--- config.mk ---
export PLATFORM = sky130hd
export DESIGN_NAME = div
export DESIGN_NICKNAME = d
export VERILOG_FILES = /design/src/rtl/div.sv
export SDC_FILE = /design/constraint.sdc
export NUM_CORES = 1
export LEC_CHECK = 0
export CORE_MARGIN = 2
export CORE_UTILIZATION = 57
export DETAILED_ROUTE_END_ITERATION = 10
export GPL_TIMING_DRIVEN = 0
export PLACE_DENSITY = 0.79
export SLEW_MARGIN = 15
export SYNTH_ARGS = -nofsm -noshare
export SYNTH_HDL_FRONTEND = slang
export SYNTH_SLANG_ARGS = --single-unit
--- constraint.sdc ---
create_clock -name clk_i -period 7.7 [get_ports clk_i]
set_input_delay 1.54 -clock clk_i [delete_from_list [all_inputs] [get_ports clk_i]]
set_output_delay 1.54 -clock clk_i [all_outputs]
set_load 0.01 [all_outputs]
--- src/rtl/div.sv ---
// Iterative radix-2 restoring divider: DIV/DIVU/REM/REMU in 32 CALC cycles,
// with single-cycle handling of divide-by-zero and signed overflow.
package div_pkg;
    typedef logic [2:0] fu_op_t;
    localparam fu_op_t OP_DIV  = 3'd0;
    localparam fu_op_t OP_DIVU = 3'd1;
    localparam fu_op_t OP_REM  = 3'd2;
    localparam fu_op_t OP_REMU = 3'd3;
endpackage

module div
    import div_pkg::*;
#(
    parameter int unsigned XLEN = 32
) (
    input  logic            clk_i,
    input  logic            rst_i,
    input  logic            flush_ex_i,
    input  fu_op_t          op_i,
    input  logic [XLEN-1:0] op1_i,
    input  logic [XLEN-1:0] op2_i,
    input  logic            div_vld_i,
    output logic            div_rdy_o,
    output logic            div_done_o,
    output logic [XLEN-1:0] div_result_o
);

    localparam int unsigned CW = 5;
    localparam logic [CW-1:0]   CNT_LAST = CW'(XLEN - 1);
    localparam logic [XLEN-1:0] MIN_NEG  = {1'b1, {(XLEN-1){1'b0}}};

    localparam logic [1:0] S_IDLE = 2'd0;
    localparam logic [1:0] S_CALC = 2'd1;
    localparam logic [1:0] S_DONE = 2'd2;

    logic [1:0]      state_q, state_d;
    logic [CW-1:0]   cnt_q, cnt_d;
    logic [XLEN-1:0] part_q, part_d;
    logic [XLEN-1:0] quo_q, quo_d;
    logic [XLEN-1:0] dvs_q, dvs_d;
    logic            sign1_q, sign1_d;
    logic            sign2_q, sign2_d;
    fu_op_t          op_q, op_d;
    logic [XLEN-1:0] result_q, result_d;

    // Request decode; unknown encodings fall through as unsigned quotient.
    logic            in_signed, in_rem, div_zero, ovf, accept;
    logic [XLEN-1:0] mag1, mag2;

    assign in_signed = (op_i == OP_DIV) || (op_i == OP_REM);
    assign in_rem    = (op_i == OP_REM) || (op_i == OP_REMU);
    assign div_zero  = (op2_i == '0);
    assign ovf       = in_signed && (op1_i == MIN_NEG) && (op2_i == '1);
    assign accept    = div_vld_i && (state_q == S_IDLE) && !flush_ex_i;
    assign mag1      = (in_signed && op1_i[XLEN-1]) ? -op1_i : op1_i;
    assign mag2      = (in_signed && op2_i[XLEN-1]) ? -op2_i : op2_i;

    // One restoring step; the extra top bit keeps the shifted-out remainder bit.
    logic [XLEN+1:0] trial;
    logic            step_ge;
    logic [XLEN-1:0] part_step, quo_step;
    logic            neg_quo, neg_rem, sel_rem;
    logic [XLEN-1:0] quo_fix, rem_fix, res_calc;

    assign trial     = {1'b0, part_q, quo_q[XLEN-1]} - {2'b00, dvs_q};
    assign step_ge   = !trial[XLEN+1];
    assign part_step = step_ge ? trial[XLEN-1:0] : {part_q[XLEN-2:0], quo_q[XLEN-1]};
    assign quo_step  = {quo_q[XLEN-2:0], step_ge};

    assign neg_quo   = (op_q == OP_DIV) && (sign1_q ^ sign2_q);
    assign neg_rem   = (op_q == OP_REM) && sign1_q;
    assign sel_rem   = (op_q == OP_REM) || (op_q == OP_REMU);
    assign quo_fix   = neg_quo ? -quo_step : quo_step;
    assign rem_fix   = neg_rem ? -part_step : part_step;
    assign res_calc  = sel_rem ? rem_fix : quo_fix;

    always_comb begin
        state_d  = state_q;
        cnt_d    = cnt_q;
        part_d   = part_q;
        quo_d    = quo_q;
        dvs_d    = dvs_q;
        sign1_d  = sign1_q;
        sign2_d  = sign2_q;
        op_d     = op_q;
        result_d = result_q;

        case (state_q)
            S_IDLE: begin
                if (accept) begin
                    op_d    = op_i;
                    sign1_d = op1_i[XLEN-1];
                    sign2_d = op2_i[XLEN-1];
                    cnt_d   = '0;
                    if (div_zero) begin
                        result_d = in_rem ? op1_i : '1;
                        state_d  = S_DONE;
                    end else if (ovf) begin
                        result_d = in_rem ? '0 : MIN_NEG;
                        state_d  = S_DONE;
                    end else begin
                        part_d  = '0;
                        quo_d   = mag1;
                        dvs_d   = mag2;
                        state_d = S_CALC;
                    end
                end
            end
            S_CALC: begin
                part_d = part_step;
                quo_d  = quo_step;
                cnt_d  = cnt_q + CW'(1);
                if (cnt_q == CNT_LAST) begin
                    result_d = res_calc;
                    state_d  = S_DONE;
                end
            end
            S_DONE:  state_d = S_IDLE;
            default: state_d = S_IDLE;
        endcase

        // Squash wins over everything in flight; the held result is untouched.
        if (flush_ex_i && (state_q != S_IDLE)) begin
            state_d  = S_IDLE;
            cnt_d    = '0;
            result_d = result_q;
        end
    end

    always_ff @(posedge clk_i or posedge rst_i) begin
        if (rst_i) begin
            state_q  <= S_IDLE;
            cnt_q    <= '0;
            part_q   <= '0;
            quo_q    <= '0;
            dvs_q    <= '0;
            sign1_q  <= 1'b0;
            sign2_q  <= 1'b0;
            op_q     <= OP_DIVU;
            result_q <= '0;
        end else begin
            state_q  <= state_d;
            cnt_q    <= cnt_d;
            part_q   <= part_d;
            quo_q    <= quo_d;
            dvs_q    <= dvs_d;
            sign1_q  <= sign1_d;
            sign2_q  <= sign2_d;
            op_q     <= op_d;
            result_q <= result_d;
        end
    end

    // Done is masked by a same-cycle flush so a squashed completion never pulses.
    assign div_rdy_o    = (state_q == S_IDLE);
    assign div_done_o   = (state_q == S_DONE) && !flush_ex_i;
    assign div_result_o = result_q;

endmodule

# Word-level counts from Yosys, hierarchy flattened
# Cells that the tools add are included.
dict set report word_totals {
  mem_bits_rw 0
  memories 0
  reg_bits 140
  elab_cells 93
  latchBits 0
  inputBits 71
  output_inout_bits 34
  mem_bits_ro 0
}
dict set report op_classes {
  n_addsub 6
  bitwise_logic 4
  reduce_logical 28
  n_shift 0
  muxes 30
  div 0
  eq_ne 16
  n_lt_le_gt_ge 0
  mul 0
}
# op count
set op_table {}
lappend op_table {{32-bit 2-to-1 mux} 18}
lappend op_table {{32-bit case mux with 2 select lines} 3}
lappend op_table {{32-bit negator} 4}
lappend op_table {{32-bit equality test, second input constant} 2}
lappend op_table {{33-bit by 32-bit subtractor with 34-bit output} 1}
lappend op_table {{32-bit zero test} 1}
lappend op_table {{3-bit by 2-bit equality test with 1-bit output, second input constant} 4}
lappend op_table {{1-bit logical AND} 10}
lappend op_table {{2-bit 2-to-1 mux} 5}
lappend op_table {{5-bit 2-to-1 mux} 2}
lappend op_table {{5-bit case mux with 2 select lines} 1}
lappend op_table {{4-bit AND reduction} 2}
lappend op_table {{3-bit zero test} 2}
lappend op_table {{2-bit != test, second input constant} 3}
lappend op_table {{3-bit by 1-bit != test with 1-bit output, second input constant} 2}
lappend op_table {{2-bit AND reduction} 3}
lappend op_table {{5-bit by 1-bit adder with 5-bit output, second input constant} 1}
lappend op_table {{5-bit equality test, second input constant} 1}
lappend op_table {{5-bit AND reduction} 1}
lappend op_table {{2-bit case mux with 2 select lines} 1}
lappend op_table {{2-bit nonzero test} 2}
lappend op_table {{1-bit logical OR} 3}
lappend op_table {{3-bit != test, second input constant} 1}
lappend op_table {{1-bit NOT} 3}
lappend op_table {{other kinds (7)} 8}

# Depth between registers and ports, before layout
dict set report logic_depth {
  ltp_word 9
  mapped_depth 23
  mapped_depth_nobuf 19
}

# Least setup slack after synthesis
# No wires, ideal clock.
dict set report synth_path {
  path_type {reg2reg}
  startpoint {register part_q[9]}
  endpoint {register result_q[26], in the netlist div_result_o[26]}
  synth_period_minus_slack_ps 4789
  slack_ps 2911
  t_arrival_ps 4659
  t_required_ps 7570
  path_stages_with_launch 21
  path_buffers 4
  setup_time_ps 130
  path_cell_list {dfrtp_1 -> ha_1 -> buf_2 -> a21oi_2 -> o21ai_1 -> a221o_1 -> o211ai_4 -> nand2_4 -> buf_2 -> buf_2 -> buf_2 -> o21ai_0 -> ha_1 -> nand4_1 -> or4_1 -> o41ai_1 -> nand2_1 -> o41a_1 -> a31o_1 -> o21ai_1 -> a31oi_1}
}
dict set report synth_between {
  elab_chain_len 7
  elab_cells_between_ends 10
  classes_between {3 x add/sub; 6 x mux; 1 x reduce/logical}
}
# item line_no
set synth_lines {}
lappend synth_lines {{start: declaration} 38} ;# logic [XLEN-1:0] part_q, part_d;
lappend synth_lines {{start signal: assignment} 144} ;# part_q <= part_d;
lappend synth_lines {{33-bit by 32-bit subtractor with 34-bit output} 65} ;# assign trial = {1'b0, part_q, quo_q[XLEN-1]} - {2'b00, dvs_q};
lappend synth_lines {{32-bit 2-to-1 mux or 1-bit zero test (tied branches)} {67, 66}}
lappend synth_lines {{32-bit negator, on equally long branches} {74, 73}}
lappend synth_lines {{32-bit 2-to-1 mux, on equally long branches} {74, 73}}
lappend synth_lines {{32-bit 2-to-1 mux (*)} 75} ;# assign res_calc = sel_rem ? rem_fix : quo_fix;
lappend synth_lines {{32-bit 2-to-1 mux (*)} 113} ;# if (cnt_q == CNT_LAST) begin
lappend synth_lines {{32-bit case mux with 2 select lines (*)} 88} ;# case (state_q)
lappend synth_lines {{end signal: assignment} 150} ;# result_q <= result_d;
lappend synth_lines {{end: declaration} 44} ;# logic [XLEN-1:0] result_q, result_d;
# Mark *: on every way between the ends. The rest lies on a longest branch, timed or not. The select of a mux whose other input is x is not followed.
# A chain may end at the register's enable or synchronous reset.

# Worst setup path in the final report
dict set report layout_path {
  startpoint {register quo_q[31]}
  endpoint {register result_q[26], in the netlist div_result_o[26]}
}
dict set report layout_between {
  elab_chain_len 7
  elab_cells_between_ends 10
  classes_between {3 x add/sub; 6 x mux; 1 x reduce/logical}
}
# item line_no
set layout_lines {}
lappend layout_lines {{start: declaration} 39} ;# logic [XLEN-1:0] quo_q, quo_d;
lappend layout_lines {{start signal: assignment} 145} ;# quo_q <= quo_d;
lappend layout_lines {{33-bit by 32-bit subtractor with 34-bit output} 65}
lappend layout_lines {{32-bit 2-to-1 mux or 1-bit zero test (tied branches)} {67, 66}}
lappend layout_lines {{32-bit negator, on equally long branches} {74, 73}}
lappend layout_lines {{32-bit 2-to-1 mux, on equally long branches} {74, 73}}
lappend layout_lines {{32-bit 2-to-1 mux (*)} 75}
lappend layout_lines {{32-bit 2-to-1 mux (*)} 113}
lappend layout_lines {{32-bit case mux with 2 select lines (*)} 88}
# Marked as above.

==> impl_metrics.tcl <==
set metrics [dict create \
    antenna_found_initial 0 \
    die_y_um 147.3 \
    async_flop_share_pct 100.0 \
    post_cts_resize_count 0 \
    r2r_start "quo_q[31]" \
    whs_path_depth 2 \
    max_stage_delay_ns 0.90 \
    min_to "div_result_o[20]" \
    drt-total-wl_mm 41.68 \
    place_ws_ns 1.426 \
    first_pass_iters 6 \
    critPathRequiredTime_ns 8.00 \
    yosysWarnings 0 \
    syn_inst 1508 \
    cts_setup_buffers 0 \
    die_area_um2 21710 \
    setup.worst_path.start_class "flip-flop" \
    cts_buffer_depth 2 \
    cts_hold_buffers 0 \
    ioPinCount 105 \
    track_usage_pct 38.31 \
    dp.cells 1883 \
    initial_core_util_pct 58.07 \
    min_path_type "reg2reg" \
    clock_sinks 140 \
    finalMaxSlewViolations 0 \
    setup_ws_ns 1.123 \
    crit_type "reg2reg" \
    grt_max_degree 88 \
    postSynthAreaPerCell_um2 7.767 \
    tightest_slew_ns 1.197 \
    ys.flop_type "dfrtp_1" \
    status "finished clean" \
    gp_congestion 0.9840 \
    die_w_um 147.3 \
    tritoncts "yes" \
    wl_per_cell_um 21.77 \
    final_nets 1743 \
    rsz0062_at_grt "false" \
    crit_top_cell "buf_2" \
    first_iter_violations 1541 \
    grt_pass1_wl_mm 64.69 \
    setup-tns-final_ns 0 \
    synth_seq_cells 140 \
    cts_buffers 17 \
    synth-edff-count 0 \
    synthDistinctLibCells 85 \
    fmax_ghz 0.1521 \
    drv_cap 0 \
    reg2reg_to "div_result_o[26]" \
    syn2layout_area_growth_pct 17.04 \
    holdWs_ns 0.4764 \
    syn_area_um2 11710 \
    via_count 12540 \
    final_cells 1915 \
    syn-num-nets 1619 \
    report.final.setup_viol 0 \
    path_max_fanout 10 \
    drive_gt1_share_pct 5.167 \
    cp.arrival_ns 6.88 \
    final_common_cell "o21ai_0" \
    route.detailed.drc 0 \
    hold_viol 0 \
    clock_skew_ns 0.01040 \
    power_density_nw_per_um2 357.8 \
    finalCriticalPeriod_ns 6.577 \
    hold_start "div_result_o[20]" \
    rows 52 \
    ir_worst_vdd_mv 0.2449 \
    vias_per_cell 6.546 \
    relSlewSlack_pct 19.61 \
    crit_slowest_cell "o41ai_1" \
    core_um2 20170 \
    rr_worst_depth 21 \
    num_antenna_cells 0 \
    globalRouteOverflowTotal 0 \
    port_buffers 104 \
    regToRegSetupSlack_ns 1.12 \
    final_cell_mix "o21ai_0, nand2_1, nor2_1" \
    period_share_pct 85.41 \
    p_leak_nw 5.365 \
    clk_pin_slew_ns 0.07 \
    ys_seq_area_share_pct 29.92 \
    drtAntennaViolNets 0 \
    clk_latency_ns 0.44 \
    path_cells "inv_1 > ha_1 > nand2b_1 > a211o_2 > a2111oi_4 > o211ai_4 > nand2_4 > buf_2 > buf_2 > buf_2 > nand2_1 > o21ai_0 > ha_1 > nand4_1 > or4_1 > o41ai_1 > nand2_1 > o41a_1 > a31o_1 > o21ai_1 > a31oi_1" \
    cts-root-buf "clkbuf_16" \
    first_global_vias 11580 \
    dp_hpwl_mm 31.99 \
    worstSetupEndpointType "flip-flop" \
    htree_num_levels 4 \
]
-- area by class of cell --
class | count | area (µm²)
sequential | 140 | 3505
inverter | 52 | 202.7
tap | 270 | 337.8
clock buffer | 18 | 429.2
clock inverter | 14 | 151.4
multi-input combinational | 1233 | 7686
timing repair buffer | 105 | 1069
fill | 1757 | 6461
buffer | 83 | 327.8
-- power by group --
part	internal, mW	switching (mW)
Combinational	1.03	1.91
Sequential	0.904	0.219
Clock	0.460	0.381
Total	2.40	2.51
-- cells by family (layout without fill, tap and decap cells) --
kind of cell,count (synthesis),after routing,synth area share (%)
multiplexers,36,36,3.215
AND/OR/NAND/NOR,537,537,21.69
buffers and inverters,135,272,4.465
adder cells (fa/ha/maj),40,40,4.337
XOR/XNOR,131,131,9.796
flip-flops,140,140,29.92
AO/OA/AOI/OAI,489,489,26.58
-- layer usage --
layer  up-vias  wire length [µm]  GRT usage [%]  share of wire [%]
li1       5767                 -              -                  -
met1      5933             17460          54.31                 42
met2       700             18060          57.71                 43
met3       136              4452          7.888                 11
met4         0              1703          14.81                4.1
met5         -                 0              0                  0
-- cells in the mapped netlist, types with 8 or more instances --
| cell type | count | area [µm²] |
|---|---|---|
| nand3_1 | 60 | 300.3 |
| and2_1 | 10 | 62.56 |
| mux2_2 | 9 | 101.4 |
| xnor2_1 | 63 | 551.8 |
| nor3_1 | 38 | 190.2 |
| a21oi_1 | 86 | 430.4 |
| o21a_1 | 10 | 75.07 |
| a21o_1 | 9 | 67.56 |
| o41ai_1 | 12 | 105.1 |
| o31a_1 | 8 | 70.07 |
| nor4_1 | 21 | 131.4 |
| dfrtp_1 | 139 | 3478 |
| o21ai_0 | 164 | 820.8 |
| o211ai_1 | 30 | 225.2 |
| a211oi_1 | 13 | 97.59 |
| and3_1 | 8 | 50.05 |
| or3_1 | 12 | 75.07 |
| clkbuf_1 | 66 | 247.7 |
| inv_1 | 50 | 187.7 |
| nand2b_1 | 11 | 68.82 |
| o21ai_1 | 17 | 85.08 |
| xor2_1 | 68 | 595.6 |
| or4_1 | 15 | 112.6 |
| nand2_1 | 158 | 593.1 |
| o22ai_1 | 21 | 131.4 |
| buf_2 | 13 | 65.06 |
| mux2i_1 | 26 | 260.3 |
| ha_1 | 39 | 488.0 |
| o31ai_1 | 21 | 157.7 |
| nor2_1 | 153 | 574.3 |
| a31oi_1 | 34 | 212.7 |
| nand4_1 | 18 | 112.6 |
-- critical path, delay by kind of cell, from the launching register on --
kind                     cells  cell delay, ns
AND/OR/NAND/NOR              6            1.13
buffers and inverters        4            1.11
adder cells (fa/ha/maj)      2            0.55
flip-flops                   1            0.54
AO/OA/AOI/OAI                9            3.10
-- stage by stage --
step	cell area, µm²	util, %	power (mW)
CTS	13710	67.97	4.802
global placement	13090	64.91	3.913
finish	13710	67.97	4.905
floorplan	11710	-	3.136
global route	13710	67.97	5.194
detailed placement	13130	65.09	3.955
-- flip-flops by register name (all words and copies together), names as in the netlist --
register	count
op_q	3
part_q	32
quo_q	32
dvs_q	32
state_q	2
sign1_q	1
div_result_o	32
sign2_q	1
cnt_q	5
-- how the worst max path moves through the flow --
stage | startpoint | to | slack [ns] | cells past startpoint
2_1_floorplan | rst_i | cnt_q[0] | 2.41 | 1
3_3_place_gp | rst_i | quo_q[2] | 0.33 | 2
3_5_place_dp | part_q[11] | div_result_o[26] | 1.43 | 20
4_1_cts | part_q[11] | div_result_o[26] | 1.40 | 20
5_1_grt | part_q[11] | div_result_o[26] | 0.81 | 20
6_report | quo_q[31] | div_result_o[26] | 1.12 | 21
Power figures use the tool's default switching activity.
